$ cat config.mk
export PLATFORM = sky130hd
export DESIGN_NAME = alu_seq_unit
export DESIGN_NICKNAME = d
export VERILOG_FILES = /design/src/rtl/alu_seq_unit.sv
export SDC_FILE = /design/constraint.sdc
export NUM_CORES = 1
export LEC_CHECK = 0
export BUFFER_PORTS_ARGS = -buffer_cell sky130_fd_sc_hd__buf_2
export CAP_MARGIN = 20
export CORE_UTILIZATION = 55
export CTS_CLUSTER_SIZE = 12
export DETAILED_ROUTE_END_ITERATION = 7
export GPL_TIMING_DRIVEN = 0
export PLACE_DENSITY = 0.85
export SLEW_MARGIN = 20
export SYNTH_ARGS = -nofsm -noshare
export SYNTH_HDL_FRONTEND = slang
export SYNTH_SLANG_ARGS = --single-unit
export TNS_END_PERCENT = 100
$ cat constraint.sdc
create_clock -name clk -period 2.7 [get_ports clk]
set_input_delay 0 -clock clk [delete_from_list [all_inputs] [get_ports clk]]
set_output_delay 0 -clock clk [all_outputs]
set_load 0.005 [all_outputs]
$ cat src/rtl/alu_seq_unit.sv
// alu_seq_unit
//   Multi-cycle ALU execution unit. Decodes ALUOp/funct3/funct7_5/op_5 into
//   a 4-bit ALU control code, then executes on XLEN-bit operands. Logic and
//   arithmetic ops finish in one cycle; shifts step one bit per cycle.
//
// Ports
//   clk, reset          : rising-edge clock, asynchronous active-high reset
//   in_valid / in_ready : request handshake (in_ready high only in IDLE)
//   alu_op, funct3,
//   funct7_5, op_5      : decoder fields selecting the operation
//   src_a, src_b        : operands (shift amount = src_b[SHW-1:0])
//   out_valid/out_ready : result handshake (out_valid held until accepted)
//   result, zero        : registered result and (result == 0)
//   alu_control         : registered control code of current/last op
//   illegal             : registered flag, op was undecodable
module alu_seq_unit #(
    parameter int XLEN = 32,
    parameter int SHW  = 5
) (
    input  logic            clk,
    input  logic            reset,
    input  logic            in_valid,
    output logic            in_ready,
    input  logic [1:0]      alu_op,
    input  logic [2:0]      funct3,
    input  logic            funct7_5,
    input  logic            op_5,
    input  logic [XLEN-1:0] src_a,
    input  logic [XLEN-1:0] src_b,
    output logic            out_valid,
    input  logic            out_ready,
    output logic [XLEN-1:0] result,
    output logic            zero,
    output logic [3:0]      alu_control,
    output logic            illegal
);

    typedef enum logic [3:0] {
        ALU_ADD     = 4'b0000,
        ALU_SUB     = 4'b0001,
        ALU_AND     = 4'b0010,
        ALU_OR      = 4'b0011,
        ALU_XOR     = 4'b0100,
        ALU_SLT     = 4'b0101,
        ALU_SLTU    = 4'b0110,
        ALU_SLL     = 4'b1000,
        ALU_SRL     = 4'b1001,
        ALU_SRA     = 4'b1010,
        ALU_ILLEGAL = 4'b1111
    } alu_ctrl_t;

    typedef enum logic [1:0] {
        S_IDLE,
        S_SHIFT,
        S_DONE
    } state_t;

    state_t            r_state;
    alu_ctrl_t         r_ctrl;
    logic [XLEN-1:0]   r_result;
    logic [XLEN-1:0]   r_acc;
    logic [SHW-1:0]    r_cnt;
    logic              r_zero;
    logic              r_illegal;
    logic              r_out_valid;

    alu_ctrl_t         w_ctrl;
    logic              w_is_shift;
    logic [SHW-1:0]    w_amt;
    logic [XLEN-1:0]   w_alu_res;
    logic [XLEN-1:0]   w_acc_next;

    // Field decode into the extended control code
    always_comb begin
        w_ctrl = ALU_ILLEGAL;
        unique case (alu_op)
            2'b00: w_ctrl = ALU_ADD;
            2'b01: w_ctrl = ALU_SUB;
            2'b11: w_ctrl = ALU_ILLEGAL;
            2'b10: begin
                unique case (funct3)
                    3'b000: w_ctrl = (op_5 && funct7_5) ? ALU_SUB : ALU_ADD;
                    3'b001: w_ctrl = ALU_SLL;
                    3'b010: w_ctrl = ALU_SLT;
                    3'b011: w_ctrl = ALU_SLTU;
                    3'b100: w_ctrl = ALU_XOR;
                    3'b101: w_ctrl = funct7_5 ? ALU_SRA : ALU_SRL;
                    3'b110: w_ctrl = ALU_OR;
                    3'b111: w_ctrl = ALU_AND;
                    default: w_ctrl = ALU_ILLEGAL;
                endcase
            end
            default: w_ctrl = ALU_ILLEGAL;
        endcase
    end

    assign w_is_shift = (w_ctrl == ALU_SLL) || (w_ctrl == ALU_SRL) || (w_ctrl == ALU_SRA);
    assign w_amt      = src_b[SHW-1:0];

    // Single-cycle datapath; a shift only lands here when its amount is 0,
    // in which case the result is the unshifted operand.
    always_comb begin
        w_alu_res = '0;
        case (w_ctrl)
            ALU_ADD:  w_alu_res = src_a + src_b;
            ALU_SUB:  w_alu_res = src_a - src_b;
            ALU_AND:  w_alu_res = src_a & src_b;
            ALU_OR:   w_alu_res = src_a | src_b;
            ALU_XOR:  w_alu_res = src_a ^ src_b;
            ALU_SLT:  w_alu_res = {{(XLEN-1){1'b0}}, ($signed(src_a) < $signed(src_b))};
            ALU_SLTU: w_alu_res = {{(XLEN-1){1'b0}}, (src_a < src_b)};
            ALU_SLL,
            ALU_SRL,
            ALU_SRA:  w_alu_res = src_a;
            default:  w_alu_res = '0;
        endcase
    end

    // One-bit shift step of the accumulator, direction from the latched code
    always_comb begin
        w_acc_next = r_acc;
        case (r_ctrl)
            ALU_SLL: w_acc_next = {r_acc[XLEN-2:0], 1'b0};
            ALU_SRL: w_acc_next = {1'b0, r_acc[XLEN-1:1]};
            ALU_SRA: w_acc_next = {r_acc[XLEN-1], r_acc[XLEN-1:1]};
            default: w_acc_next = r_acc;
        endcase
    end

    always_ff @(posedge clk or posedge reset) begin
        if (reset) begin
            r_state     <= S_IDLE;
            r_ctrl      <= ALU_ADD;
            r_result    <= '0;
            r_acc       <= '0;
            r_cnt       <= '0;
            r_zero      <= 1'b0;
            r_illegal   <= 1'b0;
            r_out_valid <= 1'b0;
        end else begin
            unique case (r_state)
                S_IDLE: begin
                    if (in_valid) begin
                        r_ctrl    <= w_ctrl;
                        r_illegal <= (w_ctrl == ALU_ILLEGAL);
                        if (w_is_shift && (w_amt != '0)) begin
                            r_acc   <= src_a;
                            r_cnt   <= w_amt;
                            r_state <= S_SHIFT;
                        end else begin
                            r_result    <= w_alu_res;
                            r_zero      <= (w_alu_res == '0);
                            r_out_valid <= 1'b1;
                            r_state     <= S_DONE;
                        end
                    end
                end
                S_SHIFT: begin
                    r_acc <= w_acc_next;
                    r_cnt <= r_cnt - SHW'(1);
                    // Last step: capture the shifted value directly so DONE
                    // follows exactly 'amount' SHIFT cycles.
                    if (r_cnt == SHW'(1)) begin
                        r_result    <= w_acc_next;
                        r_zero      <= (w_acc_next == '0);
                        r_out_valid <= 1'b1;
                        r_state     <= S_DONE;
                    end
                end
                S_DONE: begin
                    if (out_ready) begin
                        r_out_valid <= 1'b0;
                        r_state     <= S_IDLE;
                    end
                end
                default: r_state <= S_IDLE;
            endcase
        end
    end

    assign in_ready    = (r_state == S_IDLE);
    assign out_valid   = r_out_valid;
    assign result      = r_result;
    assign zero        = r_zero;
    assign alu_control = r_ctrl;
    assign illegal     = r_illegal;

endmodule

==> impl_summary.txt <==
----------------------------------------------------
[Synthesis]
  Number of enable-type register cells in the synthesized netlist ... 0
  Simple-gate share of the synthesized area ... between 20% and 30%
  Average instance area after synthesis ... 7.029 sq um
  Adder and majority cell fraction of the synthesized area ... 13.04%
  Post-synthesis instance area ... 9903 sq um
  Post-synth cell types ... 82
  Share of the synthesized netlist area taken by xor and xnor gates ... 0.6191%
  Mux contribution to synthesized area ... 1.857%
  Sequential-to-total area share from yosys stat ... about a fifth
  Synth Area in Compound Gates ... 34.72%
  Net count after synthesis ... 1586
  Total number of yosys warnings ... 0
  Asr flop ratio synth ... 100.0%
  Most used flip-flop cell after synthesis ... sky130_fd_sc_hd__dfrtp_1
  Combinational family with the most area after synthesis ... compound AO/OA/AOI/OAI gates
  Count of state elements after synthesis ... 78
  Synthesized netlist cell count ... 1409

[Placement]
  Cells after DPL ... between 1500 and 2000
  Port-buffer cells ... 113
  Worst-case setup slack after placement ... -1.295 ns
  Global placement routability congestion ... 1.019
  Post-DP HPWL ... roughly 32 mm

[Critical path]
  Crit path cell chain ... buf_4, ha_2, fa_2, a21o_4, a221oi_4, o41ai_4, buf_4, o21ai_4, nand4_1, a21boi_4, a31o_1, o211a_1, nor3_2, nor3_2, buf_4, a211oi_2, a21o_1
  Critical path peak fanout ... 7
  Critical Path Most Common Cell ... sky130_fd_sc_hd__buf_4
  Stage delay of the slowest cell on the critical path ... 0.39 ns
  Worst path required time ... 2.99 ns
  Max stage delay cell, worst path ... sky130_fd_sc_hd__fa_2
  Kind of start point of the critical path ... input pin
  Family with the most delay on the worst path ... compound AO/OA/AOI/OAI gates
  Arrival time of the worst setup path ... 3.28 ns
  Setup slack of the most critical reg-to-reg path ... -0.03 ns
  Endpoint type of the worst setup path ... flip-flop
  Crit Path Class ... input pin to flip-flop
  Combined buffer and inverter count along the critical path ... 3

[STA]
  Setup total negative slack ... -0.9343 ns
  Worst slew pin tran ... 0.9428 ns
  Fin crit period ... approximately 3 ns
  Max-slew headroom at the worst pin ... 37.15%
  Unrepaired setup endpoints after global routing ... yes
  Hold Vio Cnt, Final ... 1
  Worst setup margin ... -0.2949 ns
  Fmax achieved ... roughly 0.33 GHz
  Count of final max-slew check failures ... 0
  Final period util ... 110.9%
  Clock Skew ... 0.01129 ns
  Post-Route Hold Slack ... -0.01493 ns
  Final setup violation count ... 11

[Detailed routing]
  Remaining design rule violation count ... 0
  Vias per inst ... 6.883
  Wire length after detailed routing ... 43.97 mm
  Vias after detailed routing ... 12730
  Average wire per cell in the routed design ... 23.77 um
  Violation count after the first detailed-route iteration ... roughly 1700
  Remaining antenna violation count ... 0
  Number of detailed-route iterations in the first pass ... 7

[Floorplan]
  Initial core utilization ... 56.86%
  Standard cell core area ... 17420 sq um
  Width of the chip ... 136.2 um
  I/O pin cnt ... 115
  Die Footprint ... around 19000 sq um
  Site row count ... 48
  Vertical die dimension ... 136.2 um

[Worst hold path]
  Type of the tightest min-delay check ... input pin to flip-flop

[Final layout]
  Fraction of final layout cells with drive strength greater than 1 ... 24.82%
  Cell Count, Final, Fillers Out ... 1850
  Commonest cells after routing, fill and taps aside ... sky130_fd_sc_hd__nand2_1 (176), sky130_fd_sc_hd__nor2_1 (129), sky130_fd_sc_hd__o21ai_0 (111)
  Area of the multi-input gates ... 7979 sq um
  Utilization after layout ... 74.03%
  Leading cell type in the layout, fill and taps excluded ... sky130_fd_sc_hd__nand2_1
  Layout fillers ... roughly 1400
  Sequential standard cell area ... 1952 sq um
  Area overhead of the layout relative to synthesis ... 30.20%
  Net total in the final layout ... 1797

[CTS]
  Clock Root Buffer ... sky130_fd_sc_hd__clkbuf_16
  Number of clock sinks ... between 70 and 80
  Clock tree buffer depth ... 2
  Clock buffer count from CTS ... 9
  Worst-path clk slew ... 0.06 ns
  Worst-Skew Late Latency ... 0.35 ns
  CTS HTree Levels ... 3
  Clock tree from TritonCTS ... yes

[Power]
  Power dissipated by switching net loads ... 3.463 mW
  Leakage ... 5.760 nW
  Sequential power share ... 28.7%
  Clock group share of total power ... between 10% and 20%
  Switching power share of the total ... 45.76%
  Share of power burned in combinational logic ... 54.7%
  Highest ir drop seen on vdd ... around 0.00067 V
  Power Dens Cells ... 587.0 nW/um^2
  Total internal power ... around 4 mW

[Job]
  Max Cap Viol ... 0

[Global route]
  Antenna violations before repair ... 1
  Vias in the first global route ... 11440
  Global-route usage over all layers ... around 45%
  Maximum number of pins on one net before global-route repair ... 49
  Gr ovfl total ... 0
  Global-route wire length before repair ... 63.02 mm

[Status]
  Run status ... complete, but fails checks
  Violations in the final reports ... hold timing, setup timing

----------------------------------------------------
==> sequential cells by signal, indices dropped and copies added (netlist names) <==
signal and count:
r_state 2, r_cnt 5, result 32, r_acc 32
alu_control 4, zero 1, illegal 1, out_valid 1
==> cell families (layout without fill, tap and decap cells) <==
kind of cell,count (synthesis),count (layout)
AND/OR/NAND/NOR,480,480
buffers and inverters,199,414
XOR/XNOR,7,7
AO/OA/AOI/OAI,526,526
other,0,1
adder cells (fa/ha/maj),102,102
flip-flops,78,78
multiplexers,17,17
==> metal layers <==
metal | global-route usage, % | share of wire, % | wire [um] | vias to the layer above
li1 | - | - | - | 5547
met1 | 56.58 | 36 | 15780 | 5888
met2 | 71.55 | 44 | 19360 | 1030
met3 | 9.843 | 14 | 6001 | 269
met4 | 21.42 | 6.4 | 2820 | 0
met5 | 0 | 0 | 0 | -
==> synthesized netlist by cell type, types with 8 or more instances <==
| library cell | number | area, sq um |
|---|---|---|
| sky130_fd_sc_hd__inv_1 | 105 | 394.1 |
| sky130_fd_sc_hd__a22oi_1 | 17 | 127.6 |
| sky130_fd_sc_hd__nand2_1 | 182 | 683.2 |
| sky130_fd_sc_hd__nor2_1 | 138 | 518.0 |
| sky130_fd_sc_hd__or3_1 | 10 | 62.56 |
| sky130_fd_sc_hd__a31oi_1 | 31 | 193.9 |
| sky130_fd_sc_hd__nor2b_1 | 12 | 75.07 |
| sky130_fd_sc_hd__nand4_1 | 10 | 62.56 |
| sky130_fd_sc_hd__a21oi_1 | 116 | 580.6 |
| sky130_fd_sc_hd__nand2b_1 | 19 | 118.9 |
| sky130_fd_sc_hd__nor3_1 | 25 | 125.1 |
| sky130_fd_sc_hd__dfrtp_1 | 78 | 1952 |
| sky130_fd_sc_hd__nand3_1 | 34 | 170.2 |
| sky130_fd_sc_hd__a221o_1 | 8 | 80.08 |
| sky130_fd_sc_hd__clkbuf_1 | 71 | 266.5 |
| sky130_fd_sc_hd__a211oi_1 | 13 | 97.59 |
| sky130_fd_sc_hd__o21ai_0 | 134 | 670.6 |
| sky130_fd_sc_hd__o211ai_1 | 14 | 105.1 |
| sky130_fd_sc_hd__a21o_1 | 23 | 172.7 |
| sky130_fd_sc_hd__o21a_1 | 10 | 75.07 |
| sky130_fd_sc_hd__a221oi_1 | 11 | 96.34 |
| sky130_fd_sc_hd__mux2_2 | 11 | 123.9 |
| sky130_fd_sc_hd__ha_1 | 100 | 1251 |
| sky130_fd_sc_hd__o22ai_1 | 34 | 212.7 |
| sky130_fd_sc_hd__nor4_1 | 13 | 81.33 |
| sky130_fd_sc_hd__buf_2 | 16 | 80.08 |
| sky130_fd_sc_hd__a21boi_0 | 10 | 75.07 |
| sky130_fd_sc_hd__o31ai_1 | 19 | 142.6 |
==> power groups by stage <==
| stage | sequential [mW] | combinational, mW | clock [mW] |
|---|---|---|---|
| floorplan | 2.04 | 2.29 | 0 |
| global placement | 2.12 | 3.35 | 0 |
| detailed placement | 2.14 | 3.43 | 0 |
| CTS | 2.13 | 3.65 | 1.23 |
| global route | 2.22 | 4.46 | 1.29 |
| finish | 2.17 | 4.14 | 1.26 |
==> stage by stage <==
step	hold slack [ns]	power (mW)	area, sq um
final	-0.01493	7.569	12890
after global routing	0.002383	7.973	12890
after CTS	0.0005687	7.012	11820
after detailed placement	0.03188	5.561	10820
after global placement	0.1971	5.466	10790
after floorplan	0.08627	4.334	9938
==> timing repair <==
action,CTS,global route
setup buffers,22,55
endpoints found under the hold margin,41,1
endpoints found under the setup margin,62,44
pin swaps,40,58
hold buffers,12,1
gates resized for setup,116,183
cloned,0,1
==> worst min-delay path, stage by stage <==
cell and delay [ns]:
sky130_fd_sc_hd__buf_4 0.15, sky130_fd_sc_hd__nand2_1 0.06, sky130_fd_sc_hd__a31oi_1 0.07
==> final timing paths <==
check                               start    endpoint  cells after the start
setup / recovery                 src_b[0]  result[24]                     17
hold / removal                  src_a[13]   r_acc[13]                      3
setup reg to reg           alu_control[1]        zero                     10
hold reg to reg                result[28]  result[28]                      2
max in group asynchronous           reset   r_acc[21]                      4
min in group asynchronous           reset    r_cnt[0]                      3
==> layout make-up <==
type	count	share of cell area, %
antenna	1	0.01941
buffer	91	3.882
clock buffer	12	1.989
clock inverter	3	0.3396
inverter	105	3.212
multi-input combinational	1132	61.88
sequential	78	15.14
tap	225	2.183
timing repair buffer	203	11.35
Note: power is estimated with default switching activity, not from simulation.
